`config.mk`:
```
export PLATFORM = sky130hd
export DESIGN_NAME = asr_ctrl_seq
export DESIGN_NICKNAME = d
export VERILOG_FILES = /design/src/rtl/asr_ctrl_pkg.sv /design/src/rtl/asr_ctrl_cnt.sv /design/src/rtl/asr_ctrl_seq.sv
export SDC_FILE = /design/constraint.sdc
export NUM_CORES = 1
export LEC_CHECK = 0
export ABC_CLOCK_PERIOD_IN_PS = 5190
export BUFFER_PORTS_ARGS = -buffer_cell sky130_fd_sc_hd__clkbuf_2
export CORE_MARGIN = 4
export CORE_UTILIZATION = 57
export DETAILED_ROUTE_END_ITERATION = 7
export PLACE_DENSITY = 0.95
export SYNTH_ARGS = -nofsm -noshare
export SYNTH_HDL_FRONTEND = slang
export SYNTH_HIERARCHICAL = 1
export SYNTH_SLANG_ARGS = --single-unit
```
`constraint.sdc`:
```
create_clock -name CLK -period 5.19 [get_ports CLK]
set_input_delay 0 -clock CLK [delete_from_list [all_inputs] [get_ports CLK]]
set_output_delay 0 -clock CLK [all_outputs]
set_load 0.01 [all_outputs]
```
`src/rtl/asr_ctrl_pkg.sv`:
```
// asr_ctrl_pkg
// Shared types and constants for the async set/reset sequencer:
//   CNT_W   - width of the PULSE/SETTLE timing counter
//   op_e    - request opcode encoding
//   state_e - sequencer state encoding
package asr_ctrl_pkg;

    localparam int CNT_W = 4;

    typedef enum logic [1:0] {
        OP_NOP    = 2'b00,
        OP_CLEAR  = 2'b01,
        OP_PRESET = 2'b10,
        OP_LOAD   = 2'b11
    } op_e;

    typedef enum logic [2:0] {
        INIT,
        IDLE,
        PULSE,
        SETTLE,
        LOAD
    } state_e;

endpackage

```
`src/rtl/asr_ctrl_cnt.sv`:
```
// asr_ctrl_cnt
// Loadable down-counter used for the PULSE and SETTLE timing of the sequencer.
// Ports:
//   CLK, RST    - clock, asynchronous active-high reset (counter -> RST_VAL)
//   i_load      - load i_load_val (takes priority over decrement)
//   i_load_val  - value to load
//   i_dec       - decrement by one (saturates at zero)
//   o_cnt       - current count
//   o_one       - count equals one (terminal count)
module asr_ctrl_cnt
    import asr_ctrl_pkg::*;
#(
    parameter logic [CNT_W-1:0] RST_VAL = 4'd1
)(
    input  logic             CLK,
    input  logic             RST,
    input  logic             i_load,
    input  logic [CNT_W-1:0] i_load_val,
    input  logic             i_dec,
    output logic [CNT_W-1:0] o_cnt,
    output logic             o_one
);

    logic [CNT_W-1:0] r_cnt;

    always_ff @(posedge CLK or posedge RST) begin
        if (RST) begin
            r_cnt <= RST_VAL;
        end else if (i_load) begin
            r_cnt <= i_load_val;
        end else if (i_dec && (r_cnt != '0)) begin
            r_cnt <= r_cnt - 1'b1;
        end
    end

    assign o_cnt = r_cnt;
    assign o_one = (r_cnt == {{(CNT_W-1){1'b0}}, 1'b1});

endmodule

```
`src/rtl/asr_ctrl_seq.sv`:
```
// asr_ctrl_seq
// Sequencer driving a downstream bank of negedge-capturing flops that have
// active-low async set and reset. Every output is registered on posedge CLK so
// the downstream negedge capture sees half a cycle of setup and hold.
// Ports:
//   CLK, RST         - clock, asynchronous active-high reset
//   REQ_VALID/READY  - request handshake (READY only in IDLE)
//   REQ_OP           - 00 NOP, 01 CLEAR, 10 PRESET, 11 LOAD
//   REQ_DATA         - bit mask (CLEAR/PRESET) or data word (LOAD)
//   RSTB_O, SETB_O   - active-low async reset / set to the flop bank
//   D_O              - data to the flop bank
//   BUSY             - high in every state except IDLE
//   DONE             - one-cycle pulse when an accepted request completes
//
// state  | meaning
// -------+-----------------------------------------------------------------
// INIT   | power-on reset pulse on RSTB_O, counter runs PULSE_CYC
// IDLE   | ready for a request
// PULSE  | CLEAR/PRESET low pulse active, counter runs PULSE_CYC
// SETTLE | pulse released, quiet time of SETTLE_CYC before next request
// LOAD   | one cycle hold after registering D_O
module asr_ctrl_seq
    import asr_ctrl_pkg::*;
#(
    parameter int WIDTH      = 8,
    parameter int PULSE_CYC  = 2,
    parameter int SETTLE_CYC = 1
)(
    input  logic             CLK,
    input  logic             RST,
    input  logic             REQ_VALID,
    output logic             REQ_READY,
    input  logic [1:0]       REQ_OP,
    input  logic [WIDTH-1:0] REQ_DATA,
    output logic [WIDTH-1:0] RSTB_O,
    output logic [WIDTH-1:0] SETB_O,
    output logic [WIDTH-1:0] D_O,
    output logic             BUSY,
    output logic             DONE
);

    localparam logic [CNT_W-1:0] PULSE_LD  = CNT_W'(PULSE_CYC);
    localparam logic [CNT_W-1:0] SETTLE_LD = CNT_W'(SETTLE_CYC);

    state_e           r_state;
    logic [WIDTH-1:0] r_rstb;
    logic [WIDTH-1:0] r_setb;
    logic [WIDTH-1:0] r_d;
    logic             r_ready;
    logic             r_busy;
    logic             r_done;
    // Set while coming out of reset so the INIT->SETTLE->IDLE pass gives no DONE.
    logic             r_boot;

    state_e           w_state_nxt;
    logic [WIDTH-1:0] w_rstb_nxt;
    logic [WIDTH-1:0] w_setb_nxt;
    logic [WIDTH-1:0] w_d_nxt;
    logic             w_done_nxt;
    logic             w_cnt_load;
    logic [CNT_W-1:0] w_cnt_val;
    logic             w_cnt_dec;
    logic             w_cnt_one;
    logic [CNT_W-1:0] w_cnt;
    logic             w_accept;
    op_e              w_op;

    asr_ctrl_cnt #(
        .RST_VAL (PULSE_LD)
    ) u_cnt (
        .CLK        (CLK),
        .RST        (RST),
        .i_load     (w_cnt_load),
        .i_load_val (w_cnt_val),
        .i_dec      (w_cnt_dec),
        .o_cnt      (w_cnt),
        .o_one      (w_cnt_one)
    );

    // r_ready mirrors (r_state == IDLE), so it doubles as the accept qualifier.
    assign w_accept = REQ_VALID && r_ready;
    assign w_op     = op_e'(REQ_OP);

    always_ff @(posedge CLK or posedge RST) begin
        if (RST) begin
            r_state <= INIT;
            r_rstb  <= '0;
            r_setb  <= '1;
            r_d     <= '0;
            r_ready <= 1'b0;
            r_busy  <= 1'b1;
            r_done  <= 1'b0;
            r_boot  <= 1'b1;
        end else begin
            r_state <= w_state_nxt;
            r_rstb  <= w_rstb_nxt;
            r_setb  <= w_setb_nxt;
            r_d     <= w_d_nxt;
            r_ready <= (w_state_nxt == IDLE);
            r_busy  <= (w_state_nxt != IDLE);
            r_done  <= w_done_nxt;
            r_boot  <= r_boot && (w_state_nxt != IDLE);
        end
    end

    always_comb begin
        w_state_nxt = r_state;
        w_rstb_nxt  = r_rstb;
        w_setb_nxt  = r_setb;
        w_d_nxt     = r_d;
        w_done_nxt  = 1'b0;
        w_cnt_load  = 1'b0;
        w_cnt_val   = PULSE_LD;
        w_cnt_dec   = 1'b0;

        case (r_state)
            INIT, PULSE: begin
                if (w_cnt_one) begin
                    w_rstb_nxt  = '1;
                    w_setb_nxt  = '1;
                    w_state_nxt = SETTLE;
                    w_cnt_load  = 1'b1;
                    w_cnt_val   = SETTLE_LD;
                end else begin
                    w_cnt_dec = 1'b1;
                end
            end
            IDLE: begin
                if (w_accept) begin
                    case (w_op)
                        OP_CLEAR: begin
                            if (REQ_DATA != '0) begin
                                // Set side stays released so no bit sees both low.
                                w_rstb_nxt  = ~REQ_DATA;
                                w_setb_nxt  = '1;
                                w_state_nxt = PULSE;
                                w_cnt_load  = 1'b1;
                            end else begin
                                w_done_nxt = 1'b1;
                            end
                        end
                        OP_PRESET: begin
                            if (REQ_DATA != '0) begin
                                w_setb_nxt  = ~REQ_DATA;
                                w_rstb_nxt  = '1;
                                w_state_nxt = PULSE;
                                w_cnt_load  = 1'b1;
                            end else begin
                                w_done_nxt = 1'b1;
                            end
                        end
                        OP_LOAD: begin
                            w_d_nxt     = REQ_DATA;
                            w_state_nxt = LOAD;
                        end
                        default: begin
                            w_done_nxt = 1'b1;
                        end
                    endcase
                end
            end
            SETTLE: begin
                if (w_cnt_one) begin
                    w_state_nxt = IDLE;
                    w_done_nxt  = ~r_boot;
                end else begin
                    w_cnt_dec = 1'b1;
                end
            end
            LOAD: begin
                w_state_nxt = IDLE;
                w_done_nxt  = 1'b1;
            end
            default: begin
                w_rstb_nxt  = '1;
                w_setb_nxt  = '1;
                w_state_nxt = IDLE;
            end
        endcase
    end

    assign REQ_READY = r_ready;
    assign RSTB_O    = r_rstb;
    assign SETB_O    = r_setb;
    assign D_O       = r_d;
    assign BUSY      = r_busy;
    assign DONE      = r_done;

endmodule

```
Word level (Yosys, flattened, before mapping). Index checks and enable logic that the tools add are counted.

Logic and storage cells: 72. Register bits after elaboration: 35. Input bits: 13.

Equality and inequality tests: 15. Add/subtract/negate cells: 1. Bitwise logic cells: 3. Mux-type cells: 31. Reductions and logical operators: 13.

Operators by type and width (count): $pmux W8 S3 (2); $mux W8 (5); $pmux W8 S2 (2); $mux W3 (4); $mux W1 (9); $pmux W3 S3 (1); $mux W4 (2); $not A8 Y8 (1); $reduce_bool A8 Y1 (1); $eq A3 B1 Y1 const B (2); $eq A3 B2 Y1 const B (2); $ne A3 B3 Y1 const B (2); $pmux W3 S2 (1); $reduce_and A6 Y1 (1); $reduce_or A2 Y1 (3); $eq A2 B2 Y1 const B (2); $eq A4 B1 Y1 const B (1); $mux W2 (2); $pmux W1 S2 (2); $reduce_bool A4 Y1 (1); $sub A4 B1 Y4 const B (1); $eq A3 B3 Y1 const B (1); $logic_and A1 B1 Y1 (3); $logic_not A3 Y1 (1); other kinds (10) (11).

Longest topological paths before layout.
Depth after elaboration: 7. Gate-level depth with buffers: 9. Mapped depth without buffers: 8.

Modules after synthesis. Netlist, hierarchy kept.

By module, submodules not included: asr_ctrl_seq (area an instance 1465.2 um^2, sequential area each 788.3 um^2, instances 1, cells each 124); asr_ctrl_cnt (area an instance 287.8 um^2, sequential area each 101.3 um^2, instances 1, cells each 30).

Worst setup path before layout. No wires, ideal clock.

Path type: register -> register. Start point: register u_cnt.r_cnt[1], in the netlist u_cnt/o_cnt[1]. End point: register r_rstb[0], in the netlist RSTB_O[0]. Cell stages (with the launch flop): 9. Library setup time: 0.125 ns. Arrival time: 1.957 ns. Clock period less this slack: 2.081 ns. Slack: 3.109 ns. Path through: dfstp_2 inv_1 ha_1 nor3b_1 nor3b_2 a211o_1 o21ai_4 buf_6 mux2_2.

Longest elaborated chain between the ends: 3.

Ends and longest elaborated chain: start, declared (RTL line asr_ctrl_cnt.sv:24) `logic [CNT_W-1:0] r_cnt;`; start signal, assigned (RTL line asr_ctrl_cnt.sv:30) `r_cnt <= i_load_val;`; start signal, assigned (RTL line asr_ctrl_cnt.sv:32) `r_cnt <= r_cnt - 1'b1;`; $eq A4 B1 Y1 (RTL line asr_ctrl_cnt.sv:37) `assign o_one = (r_cnt == {{(CNT_W-1){1'b0}}, 1'b1});`; via w_cnt_one (RTL line asr_ctrl_seq.sv:63) `logic w_cnt_one;`; $ne A2 B1 Y1 (no line); $reduce_and A6 Y1 (no line); end signal, assigned (RTL line asr_ctrl_seq.sv:96) `r_rstb <= w_rstb_nxt;`; end, declared (RTL line asr_ctrl_seq.sv:46) `logic [WIDTH-1:0] r_rstb;`.

The timed path passes the listed nets, and every way through them passes these cells. A chain may end at the register's enable or synchronous reset.

Final worst setup path.
Start point: register u_cnt.r_cnt[1], in the netlist u_cnt/o_cnt[1]. End point: register u_cnt.r_cnt[3], in the netlist u_cnt/o_cnt[3].

Longest elaborated chain between the ends: 5. Elaborated cells on any way between the ends: 11.

Ends and longest elaborated chain: $eq A4 B1 Y1 (RTL line asr_ctrl_cnt.sv:37); via w_cnt_one (RTL line asr_ctrl_seq.sv:63); $mux W1 (RTL line asr_ctrl_seq.sv:118, asr_ctrl_seq.sv:163); $mux W1; via w_cnt_dec (RTL line asr_ctrl_seq.sv:62) `logic w_cnt_dec;`; $logic_and A1 B1 Y1 (RTL line asr_ctrl_cnt.sv:31) `end else if (i_dec && (r_cnt != '0)) begin`; $reduce_bool A2 Y1 (no line).

The timed path passes the listed nets, and every way through them passes these cells. The select of a mux whose other input is x is not followed.

==> key figures <==
Status
  – Outcome: finished clean

STA
  – Fin Clk Skew: 19.1 ps
  – Worst slew margin: between 40 and 50%
  – Slew Viols, Final: 0
  – Fmax: 0.405 GHz
  – Period utilization: 47.6%
  – Setup-failing EPs final: 0
  – Final critical-path required period: 2470 ps
  – RSZ-0062 raised after global routing: false
  – Final hold violation count: 0
  – Setup TNS: 0 ps
  – Worst-Margin Slew: 756 ps

Synth
  – Gate Count Post-Synth: ~150
  – Top_reg_cell synth: dfrtp_1
  – Post-Syn Area: 0.00175 mm2
  – Ys async rst share: 100%
  – Synth warn: 6
  – Number of flops mapped to enable cells by yosys: 0
  – Post-synthesis sequential area ratio: 50.7%
  – Synth top area cells: dfrtp_1 34%, dfstp_2 16%, mux2_2 15%, nand2_1 5.6%, ha_1 4.3%
  – Yosys top cell area share: 34.3%
  – Unique cell type count in the Yosys netlist: 40
  – Mean Syn Cell Area: approximately 11 um2
  – Number of synthesized register bits: 35
  – Synth area leader: dfrtp_1

Power and ir drop
  – Max rail drop VDD: 0.346 mV
  – Leak Pwr: between 0.0009 and 0.001 uW
  – Pwr Total: 1200 uW
  – PD cells: 563 mW/mm2

Critical path
  – Most used cell, CP: nor3b_1
  – Worst endpoint required time: 5410 ps
  – Worst path cell trace: inv_1, ha_1, nor3b_1, nor3_1, nor4b_2, nor3b_1, a221o_1
  – Crit-path max FO: 7
  – Crit start category: flip-flop
  – Setup CP Type: flip-flop to flip-flop
  – Arr. time, crit path: between 2000 and 3000 ps
  – Crit. End Element: flip-flop
  – Worst path max stage delay: ~610 ps
  – Cell with the largest stage delay on the worst path: nor3_1
  – Buf/Inv on CP: 1
  – Delay-heaviest family, CP: simple AND/OR/NAND/NOR gates

Route
  – ANT nets after route: 0
  – Via count: 1371
  – WL/cell: 16.7 um
  – DR iter-0 viols: around 110
  – Residual DRC: 0
  – Drt total wl: about 4000 um
  – First-pass detailed-route iteration total: 4
  – Vias per std cell: 5.74

Global route
  – Congestion Overflow GR: 0
  – First-pass GRT wire length: 7000 um
  – Vias in the first global route: around 1.5k
  – Largest net degree at the start of global routing: 32
  – Initial antenna violation count: 0
  – GR Util All Layers: 22.2%

Finish
  – Antenna Cells: 0
  – Nets: 226
  – Commonest non-fill, non-tap cells in the layout: 39 x clkbuf_2, 26 x nand2_1, 24 x dfrtp_1, 24 x mux2_2
  – Area Growth Syn to Fin: 21.8%
  – Layout cells sized above 1: 41.3%
  – Leading cell type in the layout, fill and taps excluded: clkbuf_2

Floorplanning
  – Die area: 0.00403 mm2
  – Row count: 19
  – I/O pin count: 40
  – Starting Density: around three fifths
  – DIE WIDTH: approximately 63 um
  – Core area: between 0.002 and 0.003 mm2
  – Floorplan die height: roughly 63 um

Placement
  – Port bufs: 39
  – HPWL after DPL: ~2900 um
  – Final Wtd Congestion: 0.890

Clock tree
  – Clock Tree Root: clkbuf_4
  – CTS tree: yes
  – Clock buffer depth: 2
  – Num CTS Buffers: 5
  – Clock latency at the later pin of the worst-skew pair: 340 ps
  – Clk slew on worst S/H paths: 110 ps
  – Max H-tree Level: 2
  – Clk sinks: 35
  – Postcts setup bufs: 0

Worst hold path
  – Worst hold path class: input port to asynchronous set/reset pin

Run
  – # Max-Cap Violations: 0
==> registers in the layout, indices dropped and copies added (netlist names) <==
register     cells
D_O              8
RSTB_O           8
SETB_O           8
u_cnt/o_cnt      4
r_state          3
BUSY             1
DONE             1
REQ_READY        1
r_boot           1
==> per-stage QoR <==
step                      utilization, %  cell area, um2  hold WS, ps  setup slack (ps)  instances
after floorplan                        -            1760         -235              3110        155
after global placement              69.1            1970         -118              3040        222
after detailed placement            69.1            1970         -114              2830        222
after CTS                           74.9            2140         57.8              2790        239
after global routing                74.9            2140         72.4              2580        239
final                               74.9            2140         64.3              2720        239
==> cell families (layout without fill, tap and decap cells) <==
logic type,count (synthesis),count (layout),synth area share (%)
adder cells (fa/ha/maj),6,6,4.28
multiplexers,25,25,16.0
flip-flops,35,35,50.7
AO/OA/AOI/OAI,21,21,8.49
other,1,2,0.214
buffers and inverters,15,68,3.93
AND/OR/NAND/NOR,51,51,16.3
==> path summary, 6_finish.rpt <==
path | endpoint | slack (ps) | cells after the start | from
worst max register to register | u_cnt/o_cnt[3] | 2720 | 7 | u_cnt/o_cnt[1]
worst max-delay path | u_cnt/o_cnt[3] | 2720 | 7 | u_cnt/o_cnt[1]
max in group asynchronous | BUSY | 4600 | 4 | RST
min in group CLK | r_state[1] | 110 | 5 | REQ_VALID
worst min-delay path | u_cnt/o_cnt[2] | 60 | 3 | RST
worst min register to register | r_boot | 450 | 2 | r_boot
==> power by group <==
| part | total, uW | internal, uW | switching, uW |
|---|---|---|---|
| clock | 190 | 102 | 88.3 |
| sequential | 485 | 402 | 82.5 |
| combinational | 527 | 251 | 275 |
==> worst reg2reg max path, stage by stage, from the launching register on <==
cell and delay, ps:
dfstp_2 580, inv_1 70, ha_1 190, nor3b_1 180, nor3_1 610, nor4b_2 370, nor3b_1 90, a221o_1 290
==> layer usage <==
| layer | share of wire (%) | vias up | global-route usage [%] |
|---|---|---|---|
| li1 | - | 642 | - |
| met1 | 39 | 676 | 23.4 |
| met2 | 52 | 44 | 39.4 |
| met3 | 6.8 | 9 | 8.53 |
| met4 | 1.9 | 0 | 8.89 |
| met5 | 0 | - | 0 |
==> cell usage after synthesis (3+ instances only) <==
| cell | n |
|---|---|
| o21ai_0 | 3 |
| nor3_1 | 3 |
| mux2_2 | 24 |
| nand2_1 | 26 |
| dfstp_2 | 11 |
| inv_1 | 11 |
| ha_1 | 6 |
| dfrtp_1 | 24 |
| a21oi_1 | 4 |
| nor3b_1 | 4 |
==> area by class of cell <==
type / instances / area (um2)
inverter: 11 / 41.3
timing repair buffer: 49 / 293
clock inverter: 1 / 30.0
clock buffer: 7 / 45.0
tap: 31 / 38.8
fill: 187 / 717
multi-input combinational: 105 / 798
sequential: 35 / 890
==> timing repair <==
item	in CTS	in global routing
hold endpoints to repair	45	0
hold buffers	9	0
gates resized for setup	0	0
(Power assumes the default switching activity.)
